===== src/rtl/tmds_channel_decoder_if.sv =====
// Deserializer-to-sink bundle for one TMDS channel: raw 10-bit words in,
// decoded pixel/control/alignment status out.
interface tmds_channel_decoder_if;
  logic [9:0] tmds_in;
  logic [7:0] data;
  logic [1:0] ctl;
  logic       de;
  logic       locked;
  logic [3:0] offset;

  modport master (output tmds_in, input data, ctl, de, locked, offset);
  modport slave  (input tmds_in, output data, ctl, de, locked, offset);
endinterface


===== src/rtl/tmds_channel_decoder.sv =====
// One TMDS receive channel: word alignment by control-token run detection,
// followed by 10b->8b decode into data, control bits and data-enable.
module tmds_channel_decoder #(
  parameter int LOCK_COUNT   = 16,
  parameter int SLIP_WINDOW  = 1024,
  parameter int LOSS_TIMEOUT = 4096
) (
  input  logic                   pixclk,
  input  logic                   rst_n,
  tmds_channel_decoder_if.slave  bus
);

  localparam int RUN_W  = $clog2(LOCK_COUNT);
  localparam int SLIP_W = $clog2(SLIP_WINDOW);
  localparam int GAP_W  = $clog2(LOSS_TIMEOUT);

  typedef enum logic {SEARCH, LOCKED} state_e;

  state_e            state_q, state_d;
  logic [3:0]        offset_q, offset_d;
  logic [RUN_W-1:0]  run_cnt_q, run_cnt_d;
  logic [SLIP_W-1:0] slip_cnt_q, slip_cnt_d;
  logic [GAP_W-1:0]  gap_cnt_q, gap_cnt_d;

  logic [9:0]  prev_q, a_q;
  logic        a_tok_q;
  logic [1:0]  a_val_q;
  logic [7:0]  data_q, data_d;
  logic [1:0]  ctl_q, ctl_d;
  logic        de_q, de_d, locked_q, locked_d;

  logic [19:0] window;
  logic [9:0]  a;
  logic        is_tok;
  logic [1:0]  tok_val;

  function automatic logic [7:0] decode(input logic [9:0] s);
    logic [7:0] t, d;
    t    = s[9] ? ~s[7:0] : s[7:0];
    d[0] = t[0];
    for (int i = 1; i < 8; i++)
      d[i] = s[8] ? (t[i] ^ t[i-1]) : ~(t[i] ^ t[i-1]);
    return d;
  endfunction

  // The current offset selects from the live window, so a slip takes effect
  // on the very next classified word.
  assign window = {bus.tmds_in, prev_q};
  assign a      = 10'(window >> offset_q);

  // NOTE: every combinational output gets a default first so no latch is inferred.
  always_comb begin
    is_tok  = 1'b1;
    tok_val = 2'b00;
    case (a)
      10'b1101010100: tok_val = 2'b00;
      10'b0010101011: tok_val = 2'b01;
      10'b0101010100: tok_val = 2'b10;
      10'b1010101011: tok_val = 2'b11;
      default:        is_tok  = 1'b0;
    endcase
  end

  // NOTE: sequential state uses non-blocking assignments only.
  always_ff @(posedge pixclk or negedge rst_n) begin
    if (!rst_n) begin
      state_q    <= SEARCH;
      offset_q   <= '0;
      run_cnt_q  <= '0;
      slip_cnt_q <= '0;
      gap_cnt_q  <= '0;
    end else begin
      state_q    <= state_d;
      offset_q   <= offset_d;
      run_cnt_q  <= run_cnt_d;
      slip_cnt_q <= slip_cnt_d;
      gap_cnt_q  <= gap_cnt_d;
    end
  end

  always_comb begin
    state_d    = state_q;
    offset_d   = offset_q;
    run_cnt_d  = run_cnt_q;
    slip_cnt_d = slip_cnt_q;
    gap_cnt_d  = gap_cnt_q;
    unique case (state_q)
      SEARCH: begin
        if (is_tok) begin
          slip_cnt_d = '0;
          if (run_cnt_q == RUN_W'(LOCK_COUNT - 1)) begin
            state_d   = LOCKED;
            run_cnt_d = '0;
          end else begin
            run_cnt_d = run_cnt_q + 1'b1;
          end
        end else begin
          run_cnt_d = '0;
          if (slip_cnt_q == SLIP_W'(SLIP_WINDOW - 1)) begin
            slip_cnt_d = '0;
            offset_d   = (offset_q == 4'd9) ? 4'd0 : offset_q + 1'b1;
          end else begin
            slip_cnt_d = slip_cnt_q + 1'b1;
          end
        end
      end
      LOCKED: begin
        if (is_tok) begin
          gap_cnt_d = '0;
        end else if (gap_cnt_q == GAP_W'(LOSS_TIMEOUT - 1)) begin
          // Resume searching from the offset we held; counters start fresh.
          state_d    = SEARCH;
          gap_cnt_d  = '0;
          run_cnt_d  = '0;
          slip_cnt_d = '0;
        end else begin
          gap_cnt_d = gap_cnt_q + 1'b1;
        end
      end
      default: state_d = SEARCH;
    endcase
  end

  always_comb begin
    data_d   = 8'h00;
    ctl_d    = ctl_q;
    de_d     = 1'b0;
    locked_d = (state_q == LOCKED);
    if (state_q == LOCKED) begin
      if (a_tok_q) begin
        ctl_d = a_val_q;
      end else begin
        de_d   = 1'b1;
        data_d = decode(a_q);
      end
    end else begin
      ctl_d = 2'b00;
    end
  end

  // NOTE: pipeline and output registers are all reset so outputs are clean from the first edge.
  always_ff @(posedge pixclk or negedge rst_n) begin
    if (!rst_n) begin
      prev_q   <= '0;
      a_q      <= '0;
      a_tok_q  <= 1'b0;
      a_val_q  <= '0;
      data_q   <= '0;
      ctl_q    <= '0;
      de_q     <= 1'b0;
      locked_q <= 1'b0;
    end else begin
      prev_q   <= bus.tmds_in;
      a_q      <= a;
      a_tok_q  <= is_tok;
      a_val_q  <= tok_val;
      data_q   <= data_d;
      ctl_q    <= ctl_d;
      de_q     <= de_d;
      locked_q <= locked_d;
    end
  end

  assign bus.data   = data_q;
  assign bus.ctl    = ctl_q;
  assign bus.de     = de_q;
  assign bus.locked = locked_q;
  assign bus.offset = offset_q;

endmodule


===== src/flat_wrapper.sv =====
// flat-port wrapper written by rule: the top's interface ports become plain ports
module tmds_channel_decoder_flat 
#(
  parameter int LOCK_COUNT   = 16,
  parameter int SLIP_WINDOW  = 1024,
  parameter int LOSS_TIMEOUT = 4096
)
  (pixclk, rst_n, bus_tmds_in, bus_data, bus_ctl, bus_de, bus_locked, bus_offset);
  tmds_channel_decoder_if bus_i ();
  input  logic pixclk;
  input  logic rst_n;
  input wire logic [$bits(bus_i.tmds_in)-1:0] bus_tmds_in;
  output wire logic [$bits(bus_i.data)-1:0] bus_data;
  output wire logic [$bits(bus_i.ctl)-1:0] bus_ctl;
  output wire logic [$bits(bus_i.de)-1:0] bus_de;
  output wire logic [$bits(bus_i.locked)-1:0] bus_locked;
  output wire logic [$bits(bus_i.offset)-1:0] bus_offset;
  assign bus_i.tmds_in = bus_tmds_in;
  assign bus_data = bus_i.data;
  assign bus_ctl = bus_i.ctl;
  assign bus_de = bus_i.de;
  assign bus_locked = bus_i.locked;
  assign bus_offset = bus_i.offset;
  tmds_channel_decoder #(.LOCK_COUNT(LOCK_COUNT), .SLIP_WINDOW(SLIP_WINDOW), .LOSS_TIMEOUT(LOSS_TIMEOUT)) u_core (.pixclk(pixclk), .rst_n(rst_n), .bus(bus_i));
endmodule

===== config.mk =====
export PLATFORM = sky130hd
export DESIGN_NAME = tmds_channel_decoder_flat
export DESIGN_NICKNAME = d
export VERILOG_FILES = /design/src/rtl/tmds_channel_decoder_if.sv /design/src/rtl/tmds_channel_decoder.sv /design/src/flat_wrapper.sv
export SDC_FILE = /design/constraint.sdc
export NUM_CORES = 1
export LEC_CHECK = 0
export CAP_MARGIN = 40
export CORE_MARGIN = 2
export CORE_UTILIZATION = 50
export CTS_BUF_LIST = sky130_fd_sc_hd__clkbuf_4 sky130_fd_sc_hd__clkbuf_8
export DETAILED_ROUTE_END_ITERATION = 8
export DONT_BUFFER_PORTS = 1
export PLACE_DENSITY = 0.77
export RECOVER_POWER = 100
export SYNTH_ARGS = -nofsm -noshare
export SYNTH_HDL_FRONTEND = slang
export SYNTH_SLANG_ARGS = --single-unit

===== constraint.sdc =====
create_clock -name pixclk -period 4.9 [get_ports pixclk]
set_clock_uncertainty 0.05 [all_clocks]
set_input_delay 0.735 -clock pixclk [delete_from_list [all_inputs] [get_ports pixclk]]
set_output_delay 0.735 -clock pixclk [all_outputs]
set_load 0.05 [all_outputs]

==> out/results.tsv, run 1 <==
metric	value	unit
status	finished, final reports clean	
Initial Utilization	0.5116	
Final #Nets	373	
Worst-path clk slew	0.08	ns
die height	89.69	um
Top Ports	28	
CTS tree	done	
clock sinks	66	
WL per Instance	16.96	um
GRT Total Usage	0.2110	
Hold Vio Cnt, Final	0	
Fillers	636	
1st-pass router iterations	5	
CP startpoint kind	flip-flop	
CP Max Fanout	30	
Lkg Pwr	1.676	nW
synth-to-layout area growth	7.771	%
RSZ-0062 raised after global routing	no	
Hold Slack	0.03888	ns
sum of negative setup slack	0	ns
cells after synthesis	362	
port buffer count	0	
Ys Warns	0	
Hold WC Path Type	in2async	
Max rail drop VDD	158.1	uV
Crit. Startpoint	u_core.bus.offset[3]$_DFFE_PN0P_	
global placement routability congestion	0.9584	
crit share post-route	0.8710	
antenna violations before repair	0	
first-pass GRT wire length	13020	um
EDFF count, synth	0	
Inserted Clock Buffers	9	
CTS Hold Bufs	0	
DIE AREA	8043	um2
Worst Tran Pin Value	1.183	ns
placed standard-cell area	3737	um2
via/cell ratio	6.190	
CTS root buf	clkbuf_8	
Max Cap Viol	0	
Post-Syn Nets	377	
DPL Wire Length	5432	um
Final Max Slew Viols	0	
htree depth	3	
gr ovfl total	0	
ant diodes	0	
cell area after layout	3956	um2
Most used DFF post-synth	dfrtp_1	
async set or reset register ratio after synthesis	1.000	
Bufs on Longest Clock Path	2	
post-CTS sizing	0	
post-CTS setup repair buffer count	0	
Core ar.	7176	um2
drt total wl	7834	um
Final setup viols	0	
CP Data Arrival Time	4.49	ns
Tmin final	4.268	ns
crit path kind	reg2reg	
Netlist Area Pre-Place	3671	um2
synthesis-stage register bit count	66	
vias	2860	
largest net degree at the start of global routing	67	
Seq/Total Area, Yosys	0.4499	
share of cells above drive strength 1	0.09917	
Routed Antenna Nets	0	
Syn Area/Cell	10.14	um2
FMAX	234.3	MHz
Synth cell types	54	
Worst slew margin	0.2112	
vias in the first global route	2577	
worst skew pair latency	0.34	ns
die width	89.69	um
DRC viols	0	
CP endpoint kind	flip-flop	
reg-to-reg startpoint	u_core.bus.offset[3]$_DFFE_PN0P_	
# rows	31	
P per Cell Area	341.1	nW/um2
DRT iter0 DRCs	289	
worst path required time	5.12	ns
## kinds of logic after synthesis
kind of cell / after synthesis / share of synthesized area
simple gates: 131 / 0.1854
xor+xnor: 16 / 0.03817
compound gates: 71 / 0.1387
flops: 66 / 0.4499
fa+ha+maj: 3 / 0.01023
mux: 32 / 0.1261
buf+inv: 43 / 0.05147
## cell usage after synthesis, drive strengths merged, types with 2 or more instances
cell,instances,area share
nand4,13,0.022
o32ai,2,0.0048
o31ai,5,0.010
a22o,4,0.0095
nand3,19,0.026
a31oi,10,0.019
or4,2,0.0051
nor3,3,0.0041
o311ai,2,0.0048
nor4,2,0.0034
o211ai,5,0.010
ha,3,0.010
xnor2,15,0.036
o22ai,3,0.0051
dfrtp,66,0.45
and2,4,0.0068
nor2b,4,0.0068
nand3b,3,0.0061
a22oi,2,0.0041
nand2b,3,0.0051
inv,21,0.021
or2,2,0.0034
a41o,2,0.0055
mux2i,17,0.046
clkbuf,15,0.015
a21oi,9,0.012
o2bb2ai,3,0.0072
buf,7,0.015
or3,3,0.0051
nand2,28,0.029
o21ai,12,0.016
mux4,11,0.067
o221ai,4,0.0095
and3,11,0.020
mux2,4,0.012
and4,3,0.0072
nor2,28,0.029
## placed cells by master (no fill, tap or decap), drive strengths merged, types with 5 or more instances in the layout
cell type | netlist | layout
dfrtp | 66 | 66
nor2 | 28 | 28
nand2 | 28 | 28
inv | 21 | 21
nand3 | 19 | 19
mux2i | 17 | 17
xnor2 | 15 | 15
clkbuf | 15 | 15
nand4 | 13 | 13
o21ai | 12 | 12
mux4 | 11 | 11
and3 | 11 | 11
a31oi | 10 | 10
a21oi | 9 | 9
o211ai | 5 | 5
o31ai | 5 | 5
## path summary, 6_finish.rpt
| kind | end | slack, ns | cells after the start |
|---|---|---|---|
| worst max-delay path | u_core.slip_cnt_q[5]$_DFFE_PN0P_ | 0.63 | 8 |
| worst min-delay path | u_core.gap_cnt_q[6]$_DFFE_PN0P_ | 0.04 | 0 |
| worst max register to register | u_core.slip_cnt_q[5]$_DFFE_PN0P_ | 0.63 | 8 |
| worst min register to register | u_core.bus.data[0]$_DFF_PN0_ | 0.45 | 2 |
| max in group asynchronous | u_core.a_q[1]$_DFF_PN0_ | 4.62 | 0 |
| min in group pixclk | u_core.prev_q[4]$_DFF_PN0_ | 0.37 | 0 |
## sequential cells by signal, indices dropped and copies added (netlist names)
register           cells
u_core.prev_q         10
u_core.a_val_q         2
u_core.run_cnt_q       4
u_core.slip_cnt_q     10
u_core.a_tok_q         1
u_core.bus.locked      1
u_core.bus.data        8
u_core.bus.de          1
u_core.bus.ctl         2
u_core.bus.offset      4
u_core.locked_d        1
u_core.a_q            10
u_core.gap_cnt_q      12
## per-stage QoR
step / cells / worst slack, ns / util / total power [mW]
final: 462 / 0.6322 / 0.5514 / 1.350
after global routing: 462 / 0.3307 / 0.5514 / 1.411
after CTS: 462 / 1.005 / 0.5545 / 1.358
after detailed placement: 446 / 1.022 / 0.5208 / 0.8087
after global placement: 446 / 1.144 / 0.5208 / 0.8007
after floorplan: 362 / 1.558 / - / 0.7789
## layer usage
layer	GRT usage	wire length, um	vias up
li1	-	-	1327
met1	0.3052	3569	1411
met2	0.3168	3643	111
met3	0.05667	502	11
met4	0.05292	119	0
met5	0	0	-
## worst max-delay path, cell delays in order (launching register included)
cell and delay, ns:
dfrtp_1 0.69, clkbuf_1 0.75, mux2i_1 0.30, mux2_1 0.41, or4_1 0.57, o311a_1 0.16, or4_4 0.68, a31oi_2 0.37
a221o_1 0.22
## where the power goes
group	leakage [nW]	total, mW	switching [mW]	internal [mW]
logic	0.741	0.130	0.0620	0.0681
clock network	0.123	0.550	0.212	0.338
registers	0.812	0.669	0.0771	0.592
## layout make-up
type / instances / area [um2] / area share
clock inverters: 7 / 117.6 / 0.02973
well taps: 99 / 123.9 / 0.03131
inverters: 21 / 78.83 / 0.01992
clock buffers: 9 / 123.9 / 0.03131
repair buffers: 7 / 30.03 / 0.007590
flip-flops and latches: 66 / 1652 / 0.4175
multi-input cells: 253 / 1831 / 0.4627
(Power assumes the default switching activity.)
==> run 2, diff against run 1 <==
- CORE_MARGIN: 2 -> default
- GPL_TIMING_DRIVEN: default -> 0
==> out/results.tsv, run 2 (synthesis gave the netlist of run 1 again) <==
metric	value	unit
commonest cells after routing, fill and taps aside	66 x dfrtp_1, 28 x nor2_1, 28 x nand2_1	
CP endpoint kind	flip-flop	
htree depth	3	
Inserted Clock Buffers	9	
FF-to-FF path depth	11	
FMAX	239.8	MHz
DRC viols	0	
die height	87.69	um
RSZ-0062 raised after global routing	no	
worst skew pair latency	0.35	ns
vias	2914	
non-filler cells, final	475	
CTS root buf	clkbuf_8	
gr ovfl total	0	
CP Max Fanout	10	
ant diodes	0	
DPL Wire Length	5707	um
global placement routability congestion	0.8789	
die width	87.69	um
Bufs on Longest Clock Path	2	
GRT Total Usage	0.2342	
Routed Antenna Nets	0	
CTS Hold Bufs	0	
sum of negative setup slack	0	ns
# rows	30	
CP startpoint kind	flip-flop	
CP max-delay cell	dfrtp_1	
Max rail drop VDD	156.7	uV
Final setup viols	0	
final setup margin	0.7306	ns
# placed instances	459	
via/cell ratio	6.135	
reg-to-reg startpoint	u_core.bus.offset[1]$_DFFE_PN0P_	
WL per Instance	17.31	um
post-CTS setup repair buffer count	0	
antenna violations before repair	0	
crit share post-route	0.8509	
CTS tree	done	
Top reg by flops	u_core.gap_cnt_q	
post-CTS sizing	0	
synth-to-layout area growth	8.862	%
final core utilization	0.5755	
Hold WC Path Type	in2async	
Tmin final	4.169	ns
clock sinks	66	
worst-path cell chain	buf_6, clkbuf_1, mux4_2, and2_1, o21ai_0, o22ai_1, nand4_1, clkbuf_1, clkbuf_1, nand4_1, xnor2_1	
pre-CTS setup slack	1.136	ns
P per Cell Area	319.2	nW/um2
Max stage delay on crit path	0.67	ns
first-pass GRT wire length	13730	um
port buffer count	0	
Final #Nets	389	
Max Cap Viol	0	
Final Max Slew Viols	0	
Hold Vio Cnt, Final	0	
Hold Slack	0.02192	ns
DRT iter0 DRCs	186	
vias in the first global route	2786	
Worst-path clk slew	0.08	ns
status	finished, final reports clean	
Worst slew margin	0.5722	
Core ar.	6944	um2
commonest non-fill, non-tap cell in the layout	dfrtp_1	
DIE AREA	7689	um2
largest net degree at the start of global routing	67	
1st-pass router iterations	4	
CP Data Arrival Time	4.33	ns
Worst Tran Pin Value	0.6358	ns
Most common cell on crit path	clkbuf_1	
share of cells above drive strength 1	0.1055	
crit path kind	reg2reg	
reg2reg setup slack	0.73	ns
Lkg Pwr	1.691	nW
drt total wl	8220	um
Top Ports	28	
Initial Utilization	0.5286	
r2r endpoint	u_core.bus.offset[0]$_DFFE_PN0P_	
worst path required time	5.06	ns
Fillers	578	
Largest register FFs	12	
run 2: area by class of cell:
class	instances	area, um2	share of cell area
tap	96	120.1	0.03006
timing repair buffer	1	5.005	0.001252
inverter	21	78.83	0.01972
buffer	22	106.4	0.02661
clock buffer	12	158.9	0.03976
multi-input combinational	253	1826	0.4568
sequential	66	1652	0.4133
clock inverter	4	50.05	0.01252
run 2: power by group:
part / internal [mW] / switching [mW]
sequential: 0.592 / 0.0755
combinational: 0.0682 / 0.0582
clock: 0.268 / 0.214
run 2: per-layer routing:
layer	part of all wire	global-route usage
met1	0.46	0.3220
met2	0.47	0.3601
met3	0.049	0.04147
met4	0.019	0.1133
met5	0	0
run 2: worst max path at each step:
stage | endpoint | start
after floorplan | u_core.slip_cnt_q[5]$_DFFE_PN0P_ | u_core.bus.offset[3]$_DFFE_PN0P_
after global placement | u_core.slip_cnt_q[8]$_DFFE_PN0P_ | u_core.bus.offset[0]$_DFFE_PN0P_
after detailed placement | u_core.gap_cnt_q[5]$_DFFE_PN0P_ | u_core.bus.offset[0]$_DFFE_PN0P_
after CTS | u_core.bus.offset[0]$_DFFE_PN0P_ | u_core.bus.offset[0]$_DFFE_PN0P_
after global routing | u_core.gap_cnt_q[4]$_DFFE_PN0P_ | u_core.bus.offset[1]$_DFFE_PN0P_
final | u_core.bus.offset[0]$_DFFE_PN0P_ | u_core.bus.offset[1]$_DFFE_PN0P_
run 2: critical path: cells and delay by family (launching register included):
| kind | cells | cell delay [ns] |
|---|---|---|
| buffers and inverters | 4 | 1.49 |
| flip-flops | 1 | 0.67 |
| multiplexers | 1 | 0.59 |
| AND/OR/NAND/NOR | 3 | 0.55 |
| AO/OA/AOI/OAI | 2 | 0.50 |
| XOR/XNOR | 1 | 0.17 |
run 2: through the flow:
stage	power (mW)	cell area [um2]
floorplan	0.7789	3671
global placement	0.7988	3791
detailed placement	0.8070	3796
CTS	1.285	4005
global route	1.328	3996
finish	1.275	3996
